File: src/rtl/i2c_master_pkg.sv
// Shared types for the single-transaction I2C bus master.
package i2c_master_pkg;

  localparam int BITS_PER_BYTE = 8;

  typedef enum logic [3:0] {
    IDLE,
    START,
    ADDR_W,
    ACK_A,
    REG,
    ACK_R,
    WDATA,
    ACK_D,
    RSTART,
    ADDR_R,
    ACK_B,
    RDATA,
    MNACK,
    STOP
  } master_state_t;

  typedef enum logic [1:0] {P0, P1, P2, P3} phase_t;

  // States that move eight bits and advance the bit counter
  function automatic logic is_byte_state(input master_state_t s);
    return s inside {ADDR_W, REG, WDATA, ADDR_R, RDATA};
  endfunction

  // States where the slave is expected to pull SDA low
  function automatic logic is_ack_state(input master_state_t s);
    return s inside {ACK_A, ACK_R, ACK_D, ACK_B};
  endfunction

endpackage

File: src/rtl/i2c_tick_gen.sv
// Quarter-bit phase divider: counts 0..CLK_DIV-1 while enabled and pulses
// tick on the terminal count. hold freezes the count (slave clock stretch).
module i2c_tick_gen #(
  parameter int CLK_DIV = 8
) (
  input  logic clock,
  input  logic reset,
  input  logic en,
  input  logic hold,
  output logic tick
);

  localparam int CW = (CLK_DIV > 1) ? $clog2(CLK_DIV) : 1;
  localparam logic [CW-1:0] TC = CW'(CLK_DIV - 1);

  logic [CW-1:0] cnt;

  // Divider count; cleared whenever the master is idle
  always_ff @(posedge clock or negedge reset) begin
    if (!reset) begin
      cnt <= '0;
    end else if (!en) begin
      cnt <= '0;
    end else if (!hold) begin
      cnt <= (cnt == TC) ? '0 : cnt + 1'b1;
    end
  end

  assign tick = en && !hold && (cnt == TC);

endmodule

File: src/rtl/i2c_bus_master.sv
// Single-transaction I2C master: one register write or one register read
// (with repeated START and master NACK) per start_req. SCL_out/SDA_out are
// open-drain enables: 1 = released, 0 = pulled low.
// Optional build macro I2C_CLOCK_STRETCH_EN: divider freezes in P2 while
// SCL_in is low so a slave can stretch the clock.
//
// state  | meaning
// IDLE   | bus released, waiting for start_req
// START  | START condition
// ADDR_W | shift out {dev_addr, 0}
// ACK_A  | slave ACK of write address
// REG    | shift out register select byte
// ACK_R  | slave ACK of register byte
// WDATA  | shift out write data byte
// ACK_D  | slave ACK of write data
// RSTART | repeated START before the read address
// ADDR_R | shift out {dev_addr, 1}
// ACK_B  | slave ACK of read address
// RDATA  | shift in read byte from P3 samples
// MNACK  | master NACK, SDA released
// STOP   | STOP condition, then done
module i2c_bus_master
  import i2c_master_pkg::*;
#(
  parameter int CLK_DIV = 8
) (
  input  logic       clock,
  input  logic       reset,
  input  logic       start_req,
  input  logic       rw,
  input  logic [6:0] dev_addr,
  input  logic [7:0] reg_addr,
  input  logic [7:0] wdata,
  input  logic       SDA_in,
  input  logic       SCL_in,
  output logic       SCL_out,
  output logic       SDA_out,
  output logic       busy,
  output logic       done,
  output logic       nack,
  output logic [7:0] rdata
);

  master_state_t state_q, state_d;
  phase_t        phase_q;
  logic [2:0]    bit_cnt_q;
  logic          rw_q;
  logic [6:0]    dev_q;
  logic [7:0]    reg_q;
  logic [7:0]    wd_q;
  logic [7:0]    rx_q;
  logic          sda_smp_q;
  logic          p_first_q;

  logic          tick;
  logic          hold;
  logic          accept;
  logic          bit_end;
  logic          last_bit;
  logic          sample_now;
  logic [7:0]    tx_byte;
  logic          scl_hi;

  assign accept     = (state_q == IDLE) && start_req;
  assign bit_end    = tick && (phase_q == P3);
  assign last_bit   = (bit_cnt_q == 3'(BITS_PER_BYTE - 1));
  // First cycle of P3 is the cycle right after the tick that ended P2
  assign sample_now = busy && p_first_q && (phase_q == P3);

`ifdef I2C_CLOCK_STRETCH_EN
  assign hold = busy && (phase_q == P2) && !SCL_in;
`else
  logic unused_scl_in;
  assign unused_scl_in = SCL_in;
  assign hold          = 1'b0;
`endif

  i2c_tick_gen #(
    .CLK_DIV(CLK_DIV)
  ) u_tick (
    .clock(clock),
    .reset(reset),
    .en   (busy),
    .hold (hold),
    .tick (tick)
  );

  // FSM state register
  always_ff @(posedge clock or negedge reset) begin
    if (!reset) state_q <= IDLE;
    else        state_q <= state_d;
  end

  // Next-state: everything but accept advances only at the end of a bit-time
  always_comb begin
    state_d = state_q;
    case (state_q)
      IDLE:   if (accept) state_d = START;
      START:  if (bit_end) state_d = ADDR_W;
      ADDR_W: if (bit_end && last_bit) state_d = ACK_A;
      ACK_A:  if (bit_end) state_d = sda_smp_q ? STOP : REG;
      REG:    if (bit_end && last_bit) state_d = ACK_R;
      ACK_R:  if (bit_end) state_d = sda_smp_q ? STOP : (rw_q ? RSTART : WDATA);
      WDATA:  if (bit_end && last_bit) state_d = ACK_D;
      ACK_D:  if (bit_end) state_d = STOP;
      RSTART: if (bit_end) state_d = ADDR_R;
      ADDR_R: if (bit_end && last_bit) state_d = ACK_B;
      ACK_B:  if (bit_end) state_d = sda_smp_q ? STOP : RDATA;
      RDATA:  if (bit_end && last_bit) state_d = MNACK;
      MNACK:  if (bit_end) state_d = STOP;
      STOP:   if (bit_end) state_d = IDLE;
      default: state_d = IDLE;
    endcase
  end

  // Request latch, phase/bit counters, SDA sampling and completion flags
  always_ff @(posedge clock or negedge reset) begin
    if (!reset) begin
      phase_q   <= P0;
      bit_cnt_q <= '0;
      rw_q      <= 1'b0;
      dev_q     <= '0;
      reg_q     <= '0;
      wd_q      <= '0;
      rx_q      <= '0;
      sda_smp_q <= 1'b1;
      p_first_q <= 1'b0;
      busy      <= 1'b0;
      done      <= 1'b0;
      nack      <= 1'b0;
      rdata     <= '0;
    end else begin
      done      <= 1'b0;
      p_first_q <= tick;
      if (accept) begin
        rw_q      <= rw;
        dev_q     <= dev_addr;
        reg_q     <= reg_addr;
        wd_q      <= wdata;
        busy      <= 1'b1;
        nack      <= 1'b0;
        phase_q   <= P0;
        bit_cnt_q <= '0;
      end else if (busy) begin
        if (tick) phase_q <= phase_t'(phase_q + 2'd1);
        if (sample_now) sda_smp_q <= SDA_in;
        if (sample_now && state_q == RDATA) rx_q <= {rx_q[6:0], SDA_in};
        if (bit_end) begin
          if (is_byte_state(state_q)) bit_cnt_q <= bit_cnt_q + 3'd1;
          else                        bit_cnt_q <= '0;
          if (is_ack_state(state_q) && sda_smp_q) nack <= 1'b1;
          if (state_q == STOP) begin
            done <= 1'b1;
            busy <= 1'b0;
            if (rw_q && !nack) rdata <= rx_q;
          end
        end
      end
    end
  end

  // Bus drive decode from state and phase; data bits are held for the whole bit
  always_comb begin
    scl_hi  = (phase_q == P2) || (phase_q == P3);
    tx_byte = 8'h00;
    SCL_out = 1'b1;
    SDA_out = 1'b1;
    case (state_q)
      ADDR_W: tx_byte = {dev_q, 1'b0};
      REG:    tx_byte = reg_q;
      WDATA:  tx_byte = wd_q;
      ADDR_R: tx_byte = {dev_q, 1'b1};
      default: tx_byte = 8'h00;
    endcase
    case (state_q)
      IDLE: begin
        SCL_out = 1'b1;
        SDA_out = 1'b1;
      end
      START: begin
        SCL_out = 1'b1;
        SDA_out = (phase_q == P0) || (phase_q == P1);
      end
      // SCL stays low through P0 so the slave sees its ACK clock end and
      // lets go of SDA before SCL rises for the repeated START.
      RSTART: begin
        SCL_out = (phase_q != P0);
        SDA_out = (phase_q == P0) || (phase_q == P1);
      end
      STOP: begin
        SCL_out = scl_hi;
        SDA_out = (phase_q == P3);
      end
      ADDR_W, REG, WDATA, ADDR_R: begin
        SCL_out = scl_hi;
        SDA_out = tx_byte[3'd7 - bit_cnt_q];
      end
      default: begin
        SCL_out = scl_hi;
        SDA_out = 1'b1;
      end
    endcase
  end

endmodule

File: config.mk
export PLATFORM = sky130hd
export DESIGN_NAME = i2c_bus_master
export DESIGN_NICKNAME = d
export VERILOG_FILES = /design/src/rtl/i2c_master_pkg.sv /design/src/rtl/i2c_tick_gen.sv /design/src/rtl/i2c_bus_master.sv
export SDC_FILE = /design/constraint.sdc
export NUM_CORES = 1
export LEC_CHECK = 0
export CORE_MARGIN = 3
export CORE_UTILIZATION = 46
export CTS_CLUSTER_SIZE = 10
export DETAILED_ROUTE_END_ITERATION = 8
export PLACE_DENSITY = 0.72
export SYNTH_ARGS = -nofsm -noshare
export SYNTH_HDL_FRONTEND = slang
export SYNTH_HIERARCHICAL = 1
export SYNTH_SLANG_ARGS = --single-unit
File: constraint.sdc
create_clock -name clock -period 2.05 [get_ports clock]
set_input_delay 0.5125 -clock clock [delete_from_list [all_inputs] [get_ports clock]]
set_output_delay 0.5125 -clock clock [all_outputs]
set_load 0.01 [all_outputs]
# Word-level counts from Yosys, hierarchy flattened
# Index checks and enable logic that the tools add are counted.
dict set report classes {
  n_addsub 4
  multipliers 0
  div_mod_pow 0
  n_lt_le_gt_ge 1
  n_eq_ne 31
  shift 0
  mux 44
  bitwise 1
  reduce_logical 32
}
# operator count
set ops {}
lappend ops {{$mux 4} 16}
lappend ops {{$pmux 4 s13} 1}
lappend ops {{$pmux 8 s4} 1}
lappend ops {{$eq 4x4->1 const B} 6}
lappend ops {{$ne 2x2->1 const B} 12}
lappend ops {{$mux 3} 7}
lappend ops {{$eq 4x3->1 const B} 4}
lappend ops {{$mux 1} 13}
lappend ops {{$reduce_and 13->1} 1}
lappend ops {{$reduce_bool 2->1} 5}
lappend ops {{$logic_and 1x1->1} 9}
lappend ops {{$reduce_and 3->1} 3}
lappend ops {{$eq 4x2->1 const B} 2}
lappend ops {{$add 3x1->3 const B} 2}
lappend ops {{$eq 3x3->1 const B} 2}
lappend ops {{$mux 2} 3}
lappend ops {{$reduce_or 2->1} 3}
lappend ops {{$reduce_and 5->1} 1}
lappend ops {{$reduce_bool 5->1} 1}
lappend ops {{$eq 2x2->1 const B} 2}
lappend ops {{$eq 4x1->1 const B} 1}
lappend ops {{$logic_not 4->1} 1}
lappend ops {{$lt 3x4->1 const B} 1}
lappend ops {{$reduce_and 2->1} 2}
lappend ops {{13 further kinds} 14}
dict set report totals {
  regBits 57
  latchBits 0
  mem_bits_rw 0
  mem_bits_ro 0
  output_inout_bits 13
  memories 0
}

# Logic depth before layout (Yosys ltp)
dict set report logic_depth {
  depth_word 7
  ltp_mapped 9
}

# Modules after synthesis
# The synthesis kept the hierarchy.
# mod n_inst cells_each area_per_inst_um2 seq_area_each_um2
set by_module_without_submodules {}
lappend by_module_without_submodules {i2c_bus_master 1 281 2713.9 1352.5}
lappend by_module_without_submodules {i2c_tick_gen 1 14 157.7 75.1}

# Worst setup path after synthesis
# OpenSTA, ideal clock, no wires.
dict set report synth_path {
  kind {reg-to-output}
  start {register state_q[1]}
  end {output SDA_out}
  t_arrival_ns 1.680
  required_ns 1.537
  setup_slack_ns -0.143
  stages_incl_launch_ff 8
  n_path_buf 2
  path_cell_list {dfrtp_1 buf_2 nor4bb_2 or2_1 buf_4 a221oi_1 o311a_1 o21ai_1}
}
dict set report synth_via {
  elab_chain_cells 5
  elab_cells_between_ends 13
}
# element line_no
set synth_lines {}
lappend synth_lines {{from (decl)} i2c_bus_master.sv:44} ;# master_state_t state_q, state_d;
lappend synth_lines {{from (signal assigned)} i2c_bus_master.sv:91} ;# else state_q <= state_d;
lappend synth_lines {{$eq 4x4->1 (tied with other cells)} {i2c_bus_master.sv:168, i2c_bus_master.sv:175}}
lappend synth_lines {{$pmux 8 s4} i2c_bus_master.sv:168} ;# case (state_q)
lappend synth_lines {{$bmux 1 s3} i2c_bus_master.sv:196} ;# SDA_out = tx_byte[3'd7 - bit_cnt_q];
lappend synth_lines {{$mux 1 (not written as such)} i2c_bus_master.sv:196}
lappend synth_lines {{$pmux 1 s3 *} i2c_bus_master.sv:175} ;# case (state_q)
lappend synth_lines {{to (decl)} i2c_bus_master.sv:37} ;# output logic SDA_out,
# Mark *: on every way between the ends. The rest lies on a longest branch, timed or not. The select of a mux whose other input is x is not followed.

# Worst setup path after layout
# Same ends and word-level chain as after synthesis.

==> flow_summary.json <==
{
  "outcome": "finished with violations",
  "violations": "setup timing",
  "rows": 28,
  "drt_pre_antenna_iters": 4,
  "relSlewSlack": 0.6609,
  "drive_above_1_share": 0.3111,
  "arrival_ps": 2020,
  "fin_skew_ps": 8.266,
  "cp-start-kind": "flop",
  "avgSynthCellArea_um2": 9.734,
  "switching_share": 0.2274,
  "cts_hold_buf": 0,
  "clkSinkCount": 57,
  "synth_area_leaders": "dfrtp_1 (49%), nand2_1 (11%), mux2_2 (9.4%)",
  "synthFlopType": "dfrtp_1",
  "pwr-share-seq": 0.488,
  "hp-class": "in -> async",
  "io_buffer_count": 40,
  "fmax_mhz": 394.9,
  "ys_types": 47,
  "die_x_um": 85.01,
  "syn_area_um2": 2872,
  "drtAntennaViolNets": 0,
  "clock_path_buffers": 2,
  "powerDensity_nw_per_um2": 568.7,
  "yosysSeqAreaShare": 0.4972,
  "pwr-share-clk": 0.478,
  "min_period_ps": 2532,
  "cts_buffers": 9,
  "initial_core_util": 0.4793,
  "drv_cap": 0,
  "finalSetupViolCount": 2,
  "period_share": 1.235,
  "hpwlAfterDp_um": 4507,
  "cp_data_required_time_ps": 1540,
  "cts_root_buf": "clkbuf_8",
  "worstMarginPinSlew_ps": 508.6,
  "synth_top_area_cell": "dfrtp_1",
  "coreArea_um2": 5991,
  "grt_pass1_vias": 2364,
  "p_int_uw": 1780,
  "wl_um": 6453,
  "clk_pin_slew_worst_paths_ps": 70,
  "path_max_fanout": 7,
  "io_pins": 42,
  "grt_max_degree": 33,
  "antenna_found_initial": 0,
  "drv_slew": 0,
  "synthToLayoutAreaGrowth_pct": 41.09,
  "setup_slack_ps": -482.4,
  "cts_tree": "done",
  "grt_setup_unrepaired": "yes",
  "globalplace.congestion": 0.8146,
  "antenna_cells": 0,
  "async_reset_ff_frac": 1.000,
  "final_nets": 421,
  "synth_cells": 295,
  "grt_util_all_layers": 0.1880,
  "synth-seq-cells": 57,
  "num_vias": 2415,
  "p_leak_uw": 0.001977,
  "cp-end-kind": "primary output",
  "vias_per_cell": 5.205,
  "comb_power_share": 0.034,
  "synth_warnings": 6,
  "grt_pass1_wl_um": 10860,
  "clkLatencyLatePin_ps": 340,
  "path_class": "reg -> out",
  "die_height_um": 85.01,
  "route.detailed.drc": 0,
  "total_power_uw": 2304,
  "cts.htree.levels": 3,
  "synth_top_area_share": 0.4880,
  "post_drt_wl_per_cell_um": 13.91,
  "drt-initial-drc-count": 150,
  "whs_ps": 136.0,
  "vdd_drop_max_v": 0.0004356,
  "synth_edf_count": 0,
  "grt-ovfl-total": 0,
  "hold_viol": 0,
  "power.switching_uw": 523.8,
  "fp.dieArea_um2": 7227
}
## area by class of cell
class / instances / area [µm²]
multi-input combinational: 218 / 1484
clock buffer: 10 / 137.6
inverter: 8 / 30.03
sequential: 57 / 1433
fill: 447 / 1939
tap: 75 / 93.84
timing repair buffer: 90 / 800.8
clock inverter: 6 / 72.57
## per-stage QoR
stage / std cells / worst slack [ps] / instance area [µm²] / TNS [ps] / util
after detailed placement: 442 / -564.6 / 3689 / -831.8 / 0.6157
final: 464 / -482.4 / 4051 / -632.6 / 0.6763
after CTS: 460 / -487.6 / 3951 / -635.9 / 0.6596
after global routing: 464 / -580.9 / 4051 / -903.5 / 0.6763
after global placement: 442 / -531.8 / 3689 / -739.1 / 0.6157
after floorplan: 299 / -57.76 / 2932 / -57.76 / -
## worst max-delay path, stage by stage (launching register included)
cell and delay [ps]:
dfrtp_2 470, nor4bb_4 330, or2_4 200, a221oi_2 60, o311a_1 340, o21ai_2 140
buf_2 140
## layout by cell type (no fill, tap or decap), types with 2 or more instances in the layout
master           count
a21oi_1              7
a221o_1              5
a31oi_1              5
a32o_1               3
and3_1               2
buf_12               2
buf_2                3
buf_4               45
buf_6                2
clkbuf_8            10
clkdlybuf4s50_1     37
conb_1               5
dfrtp_1             52
dfrtp_2              4
ha_1                 6
ha_4                 2
inv_1                7
inv_6                3
mux2_2              23
mux2i_1              2
nand2_1             85
nand2b_1             2
nand3_1              3
nor2_1              11
nor2_4               2
nor2b_1              4
nor3_1               2
nor4b_4              2
o21ai_0             11
o21ai_1              2
o22ai_1              2
or3_1                6
## timing repair
action / CTS / global route
setup endpoints to repair: 3 / 13
pin swaps: 4 / 3
setup buffers: 2 / 4
resized for setup: 19 / 16
## worst paths after layout
| kind | slack [ps] | startpoint | cells after the start | to |
|---|---|---|---|---|
| max | -480 | state_q[1] | 6 | SDA_out |
| min | 140 | reset | 1 | done |
| max reg2reg | 80 | state_q[0] | 9 | rdata[4] |
| min reg2reg | 480 | reg_q[4] | 2 | reg_q[4] |
| max in group asynchronous | 1220 | reset | 2 | state_q[3] |
| min in group clock | 480 | reg_q[4] | 2 | reg_q[4] |
## kinds of logic (layout without fill, tap and decap cells)
group                    count (synthesis)  in the layout  share of synthesized area
AND/OR/NAND/NOR                        129            129                     0.2057
flip-flops                              57             57                     0.4972
AO/OA/AOI/OAI                           48             48                     0.1150
multiplexers                            26             26                     0.1011
buffers and inverters                   24            114                    0.03834
adder cells (fa/ha/maj)                  9              9                    0.03835
other                                    1              5                   0.001306
XOR/XNOR                                 1              1                   0.003051
## state kept, by name, indices dropped and copies added, names as in the netlist
signal / count
rx_q: 8
u_tick/cnt: 3
p_first_q: 1
sda_smp_q: 1
busy: 1
rdata: 8
bit_cnt_q: 3
done: 1
nack: 1
state_q: 4
dev_q: 7
wd_q: 8
phase_q: 2
rw_q: 1
reg_q: 8
## routing by layer
metal,vias to the layer above,wire length (µm),global-route usage
li1,1191,-,-
met4,0,105,0.06475
met3,11,257,0.05437
met1,1160,2972,0.2561
met5,-,0,0
met2,53,3118,0.2881
## cells in the mapped netlist, types with 2 or more instances
| master | number |
|---|---|
| nand3_1 | 4 |
| a21oi_1 | 8 |
| a31oi_1 | 5 |
| clkbuf_1 | 6 |
| buf_4 | 3 |
| mux2i_1 | 2 |
| a32o_1 | 3 |
| nand2_1 | 86 |
| and3_1 | 2 |
| ha_1 | 8 |
| o22ai_1 | 2 |
| inv_1 | 7 |
| nor2b_1 | 4 |
| nand2b_1 | 2 |
| a221oi_1 | 2 |
| a221o_1 | 5 |
| mux2_2 | 24 |
| o21ai_0 | 13 |
| nor3_1 | 3 |
| buf_2 | 7 |
| dfrtp_1 | 56 |
| or3_1 | 6 |
| nor2_1 | 13 |
## power by group through the flow
stage	clock, µW	sequential [µW]	combinational [µW]
floorplan	0	1150	3.42
global placement	0	1150	78.5
detailed placement	0	1150	79.9
CTS	1120	1120	80.0
global route	1170	1120	87.4
finish	1100	1120	79.0
Power figures use the tool's default switching activity.
